$ cat config.mk
export PLATFORM = sky130hd
export DESIGN_NAME = mult_acc_pipe
export DESIGN_NICKNAME = d
export VERILOG_FILES = /design/src/rtl/mult_pkg.sv /design/src/rtl/mult_round_sat.sv /design/src/rtl/mult_acc_pipe.sv
export SDC_FILE = /design/constraint.sdc
export NUM_CORES = 1
export LEC_CHECK = 0
export CAP_MARGIN = 0
export CORE_ASPECT_RATIO = 0.75
export CORE_MARGIN = 5
export CORE_UTILIZATION = 25
export DETAILED_ROUTE_END_ITERATION = 12
export GPL_TIMING_DRIVEN = 0
export MAX_ROUTING_LAYER = met4
export PLACE_DENSITY = 0.41
export SYNTH_ARGS = -nofsm -noshare
export SYNTH_HDL_FRONTEND = slang
export SYNTH_SLANG_ARGS = --single-unit
export TNS_END_PERCENT = 30
$ cat constraint.sdc
create_clock -name clock -period 4.5 [get_ports clock]
set_input_delay 0.45 -clock clock [delete_from_list [all_inputs] [get_ports clock]]
set_output_delay 0.45 -clock clock [all_outputs]
set_load 0.05 [all_outputs]
$ cat src/rtl/mult_pkg.sv
// Shared types and helpers for the pipelined multiply-accumulate datapath.
// Widths are passed in as ints so one set of helpers serves every instance.
package mult_pkg;

  localparam int MAXW = 64;

  typedef struct packed {
    logic valid;
    logic first;
    logic last;
  } stage_tag_t;

  function automatic int acc_width(input int wl_a, input int wl_b, input int guard);
    return wl_a + wl_b + guard;
  endfunction

  function automatic logic signed [MAXW-1:0] sat_max(input int w);
    return (64'sd1 <<< (w - 1)) - 64'sd1;
  endfunction

  function automatic logic signed [MAXW-1:0] sat_min(input int w);
    return -(64'sd1 <<< (w - 1));
  endfunction

  // Round-half-up arithmetic shift, then clamp to a wl_out-bit signed range.
  function automatic logic signed [MAXW-1:0] round_sat(
    input  logic signed [MAXW-1:0] sum,
    input  int                     shift,
    input  int                     wl_out,
    output logic                   flag
  );
    logic signed [MAXW-1:0] r;
    r    = sum;
    flag = 1'b0;
    if (shift > 0) r = (sum + (64'sd1 <<< (shift - 1))) >>> shift;
    if (r > sat_max(wl_out)) begin
      r    = sat_max(wl_out);
      flag = 1'b1;
    end else if (r < sat_min(wl_out)) begin
      r    = sat_min(wl_out);
      flag = 1'b1;
    end
    return r;
  endfunction

endpackage

$ cat src/rtl/mult_round_sat.sv
// Combinational scale/round/saturate from accumulator width to output width.
module mult_round_sat
  import mult_pkg::*;
#(
  parameter int WL_ACC     = 13,
  parameter int WL_OUT     = 9,
  parameter int FRAC_SHIFT = 0
) (
  input  logic signed [WL_ACC-1:0] sum,
  output logic signed [WL_OUT-1:0] res,
  output logic                     clamp
);

  logic signed [MAXW-1:0] r;
  logic                   unused_hi;

  always_comb begin
    r   = round_sat(MAXW'(sum), FRAC_SHIFT, WL_OUT, clamp);
    res = r[WL_OUT-1:0];
  end

  // Upper bits are sign copies after the clamp.
  assign unused_hi = ^r[MAXW-1:WL_OUT];

endmodule

$ cat src/rtl/mult_acc_pipe.sv
// Pipelined signed multiply-accumulate with framed sums, rounding and saturation.
// One global enable freezes every stage while a result waits for the consumer.
module mult_acc_pipe
  import mult_pkg::*;
#(
  parameter int WL_A       = 4,
  parameter int WL_B       = 5,
  parameter int WL_OUT     = 9,
  parameter int FRAC_SHIFT = 0,
  parameter int GUARD      = 4,
  parameter int PIPE       = 2
) (
  input  logic                     clock,
  input  logic                     resetn,
  input  logic                     in_valid,
  output logic                     in_ready,
  input  logic signed [WL_A-1:0]   in_a,
  input  logic signed [WL_B-1:0]   in_b,
  input  logic                     in_first,
  input  logic                     in_last,
  output logic                     out_valid,
  input  logic                     out_ready,
  output logic signed [WL_OUT-1:0] out,
  output logic                     out_sat
);

  localparam int WL_P   = WL_A + WL_B;
  localparam int WL_ACC = acc_width(WL_A, WL_B, GUARD);
  localparam logic signed [WL_ACC-1:0] ACC_MAX = WL_ACC'(sat_max(WL_ACC));
  localparam logic signed [WL_ACC-1:0] ACC_MIN = WL_ACC'(sat_min(WL_ACC));

  logic en;
  assign en       = !out_valid || out_ready;
  assign in_ready = en;

  // Product pipeline
  stage_tag_t                  tag_in;
  logic signed [WL_P-1:0]      prod_in;
  stage_tag_t [PIPE:1]         tag_pipe;
  logic [PIPE:1][WL_P-1:0]     prod_pipe;

  assign tag_in  = '{valid: in_valid, first: in_first, last: in_last};
  assign prod_in = in_a * in_b;

  always_ff @(posedge clock or negedge resetn) begin
    if (!resetn) begin
      tag_pipe  <= '0;
      prod_pipe <= '0;
    end else if (en) begin
      tag_pipe[1]  <= tag_in;
      prod_pipe[1] <= prod_in;
      for (int s = 2; s <= PIPE; s++) begin
        tag_pipe[s]  <= tag_pipe[s-1];
        prod_pipe[s] <= prod_pipe[s-1];
      end
    end
  end

  // Accumulate stage
  stage_tag_t                tag_p;
  logic signed [WL_P-1:0]    p;
  logic signed [WL_ACC-1:0]  acc, acc_base, acc_sum, sum_q;
  logic signed [WL_ACC:0]    acc_wide;
  logic                      acc_sat, sat_base, acc_ovf, sum_sat_q, last_q;

  assign tag_p = tag_pipe[PIPE];
  assign p     = $signed(prod_pipe[PIPE]);

  // One extra bit holds the exact sum so overflow is a simple range test.
  always_comb begin
    acc_base = tag_p.first ? '0 : acc;
    sat_base = tag_p.first ? 1'b0 : acc_sat;
    acc_wide = (WL_ACC+1)'(acc_base) + (WL_ACC+1)'(p);
    acc_sum  = acc_wide[WL_ACC-1:0];
    acc_ovf  = 1'b0;
    if (acc_wide > (WL_ACC+1)'(ACC_MAX)) begin
      acc_sum = ACC_MAX;
      acc_ovf = 1'b1;
    end else if (acc_wide < (WL_ACC+1)'(ACC_MIN)) begin
      acc_sum = ACC_MIN;
      acc_ovf = 1'b1;
    end
  end

  always_ff @(posedge clock or negedge resetn) begin
    if (!resetn) begin
      acc       <= '0;
      acc_sat   <= 1'b0;
      sum_q     <= '0;
      sum_sat_q <= 1'b0;
      last_q    <= 1'b0;
    end else if (en) begin
      last_q <= tag_p.valid && tag_p.last;
      if (tag_p.valid) begin
        if (tag_p.last) begin
          sum_q     <= acc_sum;
          sum_sat_q <= sat_base || acc_ovf;
          acc       <= '0;
          acc_sat   <= 1'b0;
        end else begin
          acc     <= acc_sum;
          acc_sat <= sat_base || acc_ovf;
        end
      end
    end
  end

  // Output stage
  logic signed [WL_OUT-1:0] rs_res;
  logic                     rs_clamp;

  mult_round_sat #(
    .WL_ACC    (WL_ACC),
    .WL_OUT    (WL_OUT),
    .FRAC_SHIFT(FRAC_SHIFT)
  ) u_round_sat (
    .sum  (sum_q),
    .res  (rs_res),
    .clamp(rs_clamp)
  );

  always_ff @(posedge clock or negedge resetn) begin
    if (!resetn) begin
      out       <= '0;
      out_sat   <= 1'b0;
      out_valid <= 1'b0;
    end else if (en) begin
      out_valid <= last_q;
      if (last_q) begin
        out     <= rs_res;
        out_sat <= rs_clamp || sum_sat_q;
      end
    end
  end

endmodule

==> key figures, run 1 <==
Logic synthesis
  • Cell accounting for the most synthesized area: dfrtp_1
  • Area fraction of the dominant cell type after synthesis: 38.82%
  • Sequential element share of the synthesized area: roughly two fifths
  • Synth Register Bits: 64
  • Post-synthesis adder-cell area fraction: 14.50%
  • Prevailing post-synth register cell: dfrtp_1
  • Xor/xnor share of the synthesized area: 3.822%
  • Yosys cell types: 50
  • Synth Area in Simple Gates: 17.90%
  • Number of synthesized flops with an enable pin: 0
  • Mean post-synth cell area: just under 9 sq um
  • Post-synthesis mux area share: 1.547%
  • Cells after synthesis: ~460
  • Syn_nets: 518
  • Top cells by area, synth: dfrtp_1 (39%), nand2_1 (9.1%), ha_1 (8.2%), fa_1 (5.8%), o21ai_0 (4.2%)
  • Compound-Gate Fraction of Synth Area: between 10% and 20%
  • Async SR Flop Fraction: 100.0%
  • Synth warn: 0
  • Post-Syn Area: approximately 4100 sq um
  • Largest family of logic cells by synthesized area: compound AO/OA/AOI/OAI gates

Pwr
  • Power Dens Cells: 767.8 nW/um^2
  • Lkg Pwr: approximately 0.0023 uW
  • Peak VDD IR: roughly 0.32 mV
  • Final Total Pwr: 3815 uW

Hold path
  • Hold Path Class: input port to async pin

CTS
  • CTS tree: yes
  • Setup Buffers After CTS: 0
  • Clock Pin Slew Worst Setup and Hold Paths: 60 ps
  • Hold-fix buffers at CTS: 0
  • Cts bufs inserted: 9
  • Clk buf depth: 2
  • CTS H-Tree Depth: 3
  • Root buf cell: clkbuf_16
  • Sink Count: between 60 and 70
  • PostCTS Resize Cnt: 0
  • Clk_lat worst skew: approximately 330 ps

Finish
  • Ant. Diodes: 0
  • Area grow syn2layout: 20.44%
  • Most common cell after layout, fill and taps aside: nand2_1
  • Share of cells above drive strength 1: approximately 7.3%
  • Design Area, Final: about 5000 sq um
  • Most frequent cells in the layout: nand2_1 (100), dfrtp_1 (64), o21ai_0 (35), a21oi_1 (34), nor2_1 (28)
  • Final net count: 555

Place
  • RePlAce Congestion: a little over 0.8
  • DP Wirelength: between 8 and 9 mm
  • Pre-CTS setup slack: ~530 ps
  • Cell Area, Placed: about 4600 sq um
  • I/O Buffers: 26

Floorplan
  • Core footprint: between 15000 and 20000 sq um
  • FP Rows: 40
  • Die area: ~19000 sq um
  • Die height: around 120 um
  • Starting Density: 25.60%
  • IO Pins: 27
  • Die Wd: around 160 um

Setup path
  • Crit Path Category: flop to flop
  • WP data required: between 4000 and 5000 ps
  • CP Capture Type: flop
  • Reg2reg setup slack: roughly 750 ps
  • Crit start category: flop
  • Reg-to-Reg End: acc[2]$_DFFE_PN0P_
  • Reg2reg path depth: 13
  • CP arrival: about 3900 ps
  • Worst r2r src: tag_p[1]$_DFFE_PN0N_
  • Crit. Startpoint: tag_p[1]$_DFFE_PN0N_
  • CP max FO: 10

Run
  • Max-cap violations: 0

Drt
  • Routed Antenna Nets: 0
  • Via count: 3329
  • Vias/cell: roughly 4.6
  • Post-route DRC: 0
  • TritonRoute pass-1 iters: 4
  • DRT Wirelength: roughly 11 mm
  • WL/cell: between 10 and 15 um
  • 1st-iter DRT viols: 224

Run status
  • Outcome: finished, final reports clean

Timing
  • Fin Clk Skew: 4.814 ps
  • Worst Tran Pin Value: 857.3 ps
  • Slew margin rel.: about 43%
  • Setup TNS: 0 ps
  • Final period util: between 80 and 90%
  • Achievable frequency: 266.7 MHz
  • Unrepaired setup endpoints after global routing: false
  • Max-slew violations: 0
  • Final min period: between 3000 and 4000 ps
  • Final hold slack: around 240 ps
  • Hold Fails Final Rpt: 0
  • Final worst setup slack: between 700 and 800 ps
  • Final setup fails: 0

Global routing
  • First-pass GRT wire length: around 18 mm
  • Largest net degree at the start of global routing: between 60 and 70
  • GRT overflow: 0
  • Initial antenna violation count: 0
  • Total Routing Usage GR: about 12%
  • Vias in the first global route: about 3.3k
==> cells by family (layout without fill, tap and decap cells) <==
group                      count (synthesis)  count (layout)
and+or+nand+nor                          170             170
AOI/OAI and AO/OA                        124             124
DFF                                       64              64
adders and majority gates                 41              41
buffers and inverters                     41              83
xor gates and xnor gates                  18              18
muxes                                      6               6
==> registers in the layout, summed over array words and instances, names as in the netlist <==
name,count
acc_sat,1
prod_pipe,9
last_q,1
tag_p,3
acc,13
out_sat,1
sum_sat_q,1
sum_q,13
out,9
out_valid,1
p,9
tag_pipe,3
==> worst max-delay path by stage <==
stage,end,slack [ps],cells after the start
5_1_grt,acc[2]$_DFFE_PN0P_,540,13
6_report,acc[2]$_DFFE_PN0P_,750,13
3_5_place_dp,prod_pipe[7]$_DFFE_PN0N_,530,14
4_1_cts,acc[2]$_DFFE_PN0P_,770,13
3_3_place_gp,prod_pipe[7]$_DFFE_PN0N_,530,14
2_1_floorplan,prod_pipe[7]$_DFFE_PN0N_,1220,13
==> per-layer routing <==
metal  GRT usage, %  part of all wire, %  vias to the layer above
met2          15.32                   39                       50
met4          2.877                  1.2                        0
li1               -                    -                     1655
met5              -                    0                        -
met3          3.316                  2.3                       12
met1          19.17                   58                     1612
==> cell type report <==
class / instances / area (sq um)
fillers: 1735 / 11150
multi-input cells: 359 / 2347
flip-flops and latches: 64 / 1602
well taps: 210 / 262.8
repair buffers: 26 / 257.7
clock buffers: 11 / 242.7
inverters: 24 / 90.09
plain buffers: 17 / 86.33
clock inverters: 5 / 80.08
==> cell usage after synthesis, types with 2 or more instances <==
cell type  number
nand2_1       100
dfrtp_1        64
o21ai_0        35
a21oi_1        34
nor2_1         28
ha_1           27
inv_1          24
nor2b_1        14
fa_1           12
a22oi_1        10
clkbuf_1       10
nand2b_1        9
o211ai_1        9
xnor2_1         9
xor2_1          9
and2_1          7
a21o_1          5
o21ai_1         4
o21ai_2         4
mux2_2          3
mux2i_1         3
nor3_1          3
o21bai_1        3
a211oi_2        2
a21oi_2         2
a22o_1          2
buf_2           2
buf_6           2
maj3_1          2
nand3_1         2
nand4_1         2
o211ai_2        2
o21a_1          2
o22ai_1         2
==> critical path: stages (launching register included) <==
cell	delay (ps)
dfrtp_1	430
clkbuf_1	280
nor2b_1	170
ha_1	220
inv_1	70
fa_1	420
nand2b_1	200
a21oi_2	220
o211ai_2	170
o21ai_2	440
clkbuf_2	300
o21ai_0	100
a22oi_1	400
o21ai_0	160
==> per-stage QoR <==
stage	cells	util, %
after floorplan	464	-
after global placement	700	28.84
after detailed placement	700	28.83
after CTS	716	30.83
after global routing	716	30.83
final	716	30.83
==> power by group <==
| group | total [uW] | internal (uW) | switching, uW | leakage (uW) |
|---|---|---|---|---|
| clock network | 754 | 499 | 255 | 0.000152 |
| logic | 2080 | 734 | 1340 | 0.00135 |
| registers | 984 | 828 | 155 | 0.000776 |
Power figures use the tool's default switching activity.
==> inputs of run 2 (changes only) <==
==> constraint.sdc (replaced) <==
create_clock -name clock -period 3.75 [get_ports clock]
set_input_delay 0.375 -clock clock [delete_from_list [all_inputs] [get_ports clock]]
set_output_delay 0.375 -clock clock [all_outputs]
set_load 0.05 [all_outputs]
==> run 2 against run 1 <==
Net effect:
- register-to-register slack worse by 440 ps
- sequential share of layout area down 0.12 points
- critical path type is now input port to flop
- highest routed layer unchanged
- first-iteration DRC count down 1.8%
- global-route usage unchanged
- via count up 0.42%
- core utilization up 0.12 points
==> key figures, run 2 (synthesis results as in run 1) <==
CTS
  • Hold-fix buffers at CTS: 0 (unchanged)
  • Sink Count: 64 (unchanged)
  • Setup Buffers After CTS: 0 (unchanged)
  • Root buf cell: clkbuf_16
  • Cts bufs inserted: 9 (unchanged)
  • CTS H-Tree Depth: 3 (unchanged)
  • Clock Pin Slew Worst Setup and Hold Paths: 60 ps (about the same)
  • CTS tree: yes
  • Clk buf depth: 2 (unchanged)
  • PostCTS Resize Cnt: 0 (unchanged)
  • Clk_lat worst skew: 330 ps (about the same)

Setup path
  • Reg2reg setup slack: 310 ps (-440 ps)
  • CP Capture Type: flop
  • Reg-to-Reg End: sum_q[3]$_DFFE_PN0P_
  • Critical Path Max Stage Delay: 510 ps (+70 ps)
  • Crit path buffers/inverters: 2 (-1)
  • CP max FO: 4 (-6)
  • Crit-path leading delay family: adder cells
  • Worst r2r src: tag_p[1]$_DFFE_PN0N_
  • Critical Path Most Common Cell: fa_1
  • Critical-path top delay cell: fa_1
  • Crit Path Category: input port to flop
  • Worst-path cell chain: clkdlybuf4s50_1 > nand2b_1 > fa_1 > fa_1 > fa_1 > inv_1 > ha_1 > a21o_1 > a21oi_1 > o21bai_1 > a21oi_1 > xnor2_1 > o21ai_0
  • Reg2reg path depth: 13 (unchanged)
  • WP data required: 3940 ps (-740 ps)
  • Crit start category: input port
  • CP arrival: 3730 ps (-200 ps)

Floorplan
  • Die height: 121.2 um (unchanged)
  • Die area: 19200 sq um (unchanged)
  • IO Pins: 27 (unchanged)
  • Starting Density: 25.60% (unchanged)
  • Die Wd: 158.3 um (unchanged)
  • Core footprint: 16120 sq um (unchanged)
  • FP Rows: 40 (unchanged)

Finish
  • Finished Core Util: 30.95% (+0.12 points)
  • Most frequent cells in the layout: nand2_1 (100), dfrtp_1 (64), o21ai_0 (35), a21oi_1 (34), nor2_1 (28)
  • Share of cells above drive strength 1: 7.905% (+0.59 points)
  • Area grow syn2layout: 20.90%
  • Ant. Diodes: 0 (unchanged)
  • Multi-input logic area: 2365 sq um (+0.75%)
  • Final net count: 555 (unchanged)
  • Non-filler instance count after layout: 716 (unchanged)
  • Regs by FF count: acc: 13 flops, sum_q: 13 flops
  • FF/Latch Area: 1602 sq um (unchanged)
  • Most common cell after layout, fill and taps aside: nand2_1
  • Layout fillers: 1735 (unchanged)

Run status
  • Outcome: finished, final reports clean

Timing
  • Worst Tran Pin Value: 858.3 ps (+1.013 ps)
  • Final period util: a little over nine tenths
  • Hold Fails Final Rpt: 0 (unchanged)
  • Max-slew violations: 0 (unchanged)
  • Final min period: ~3500 ps
  • Achievable frequency: 283.1 MHz
  • Unrepaired setup endpoints after global routing: false
  • Final setup fails: 0 (unchanged)
  • Fin Clk Skew: 7.578 ps (+2.765 ps)
  • Slew margin rel.: 42.78% (-0.067 points)

Place
  • I/O Buffers: 26 (unchanged)
  • RePlAce Congestion: 0.8316 (unchanged)
  • Dpl cells: 700 (unchanged)
  • DP Wirelength: 8.179 mm (unchanged)

Drt
  • Post-route DRC: 0 (unchanged)
  • Via count: 3343 (+0.42%)
  • Routed Antenna Nets: 0 (unchanged)
  • TritonRoute pass-1 iters: 5 (+1)
  • WL/cell: 14.94 um (+0.52%)
  • 1st-iter DRT viols: 220 (-1.8%)
  • DRT Wirelength: 10.70 mm (+0.52%)
  • Vias/cell: 4.669 (+0.42%)

Global routing
  • Vias in the first global route: 3320 (unchanged)
  • Total Routing Usage GR: 12.27% (unchanged)
  • First-pass GRT wire length: 17.89 mm (unchanged)
  • Initial antenna violation count: 0 (unchanged)
  • Largest net degree at the start of global routing: 65 (unchanged)
  • GRT overflow: 0 (unchanged)

Pwr
  • Peak VDD IR: 0.3836 mV (+20%)
  • Power Dens Cells: 923.9 nW/um^2 (+20%)
  • Lkg Pwr: 0.002277 uW (+0.19%)

Hold path
  • Hold Path Class: input port to async pin

Run
  • Max-cap violations: 0 (unchanged)
==> run 2: changes by cell type in the layout (fill, tap and decap cells not counted) <==
| cell | change |
|---|---|
| clkbuf_1 | -1 |
| a22oi_1 | -2 |
| clkbuf_2 | +1 |
| o21ai_2 | -1 |
| o21ai_4 | +1 |
| a22oi_2 | +2 |
==> run 2: worst max path at each step <==
stage | startpoint | to | cells after the start
after floorplan | in_b[0] | prod_pipe[7]$_DFFE_PN0N_ | 13
after global placement | in_b[0] | prod_pipe[7]$_DFFE_PN0N_ | 14
after detailed placement | in_b[0] | prod_pipe[7]$_DFFE_PN0N_ | 14
after CTS | tag_p[1]$_DFFE_PN0N_ | acc[2]$_DFFE_PN0P_ | 13
after global routing | in_b[0] | prod_pipe[7]$_DFFE_PN0N_ | 14
final | in_b[0] | prod_pipe[8]$_DFFE_PN0N_ | 13
==> run 2: layout make-up <==
| class | instances | area share [%] |
|---|---|---|
| flip-flops and latches | 64 | 32.11 |
| repair buffers | 26 | 5.168 |
| plain buffers | 17 | 1.756 |
| inverters | 24 | 1.806 |
| multi-input cells | 359 | 47.42 |
| clock inverters | 5 | 1.606 |
| well taps | 210 | 5.268 |
| clock buffers | 11 | 4.867 |
==> run 2: per-layer routing <==
layer	track usage [%]	wire length, um	vias to the layer above
li1	-	-	1658
met3	3.316	401	6
met5	-	0	-
met4	2.877	63	0
met2	15.32	4219	56
met1	19.17	6015	1623
==> run 2: power by group <==
group / total (uW) / internal, uW / switching, uW
sequential: 1180 / 994 / 188
combinational: 2520 / 897 / 1620
clock: 905 / 599 / 306
==> run 2: worst register-to-register path, cell delays in order (launching register included) <==
cell	delay [ps]
dfrtp_1	430
clkbuf_2	240
nor2b_1	150
ha_1	220
inv_1	70
fa_1	420
nand2b_1	200
a21oi_2	220
o211ai_2	190
o21ai_4	320
clkbuf_2	280
o21ai_0	110
a22oi_1	330
a21oi_1	130
==> run 2: per-stage QoR <==
| stage | setup TNS, ps | worst slack, ps | area, sq um | hold slack [ps] | power, uW |
|---|---|---|---|---|---|
| after floorplan | 0 | 542.3 | 4125 | 79.41 | 2914 |
| after global placement | -3476 | -147.9 | 4648 | 453.1 | 3649 |
| after detailed placement | -290.4 | -147.5 | 4646 | 458.2 | 3679 |
| after CTS | 0 | 20.93 | 4969 | 191.3 | 4615 |
| after global routing | 0 | 38.10 | 4987 | 232.5 | 5001 |
| final | 0 | 217.4 | 4987 | 161.7 | 4608 |
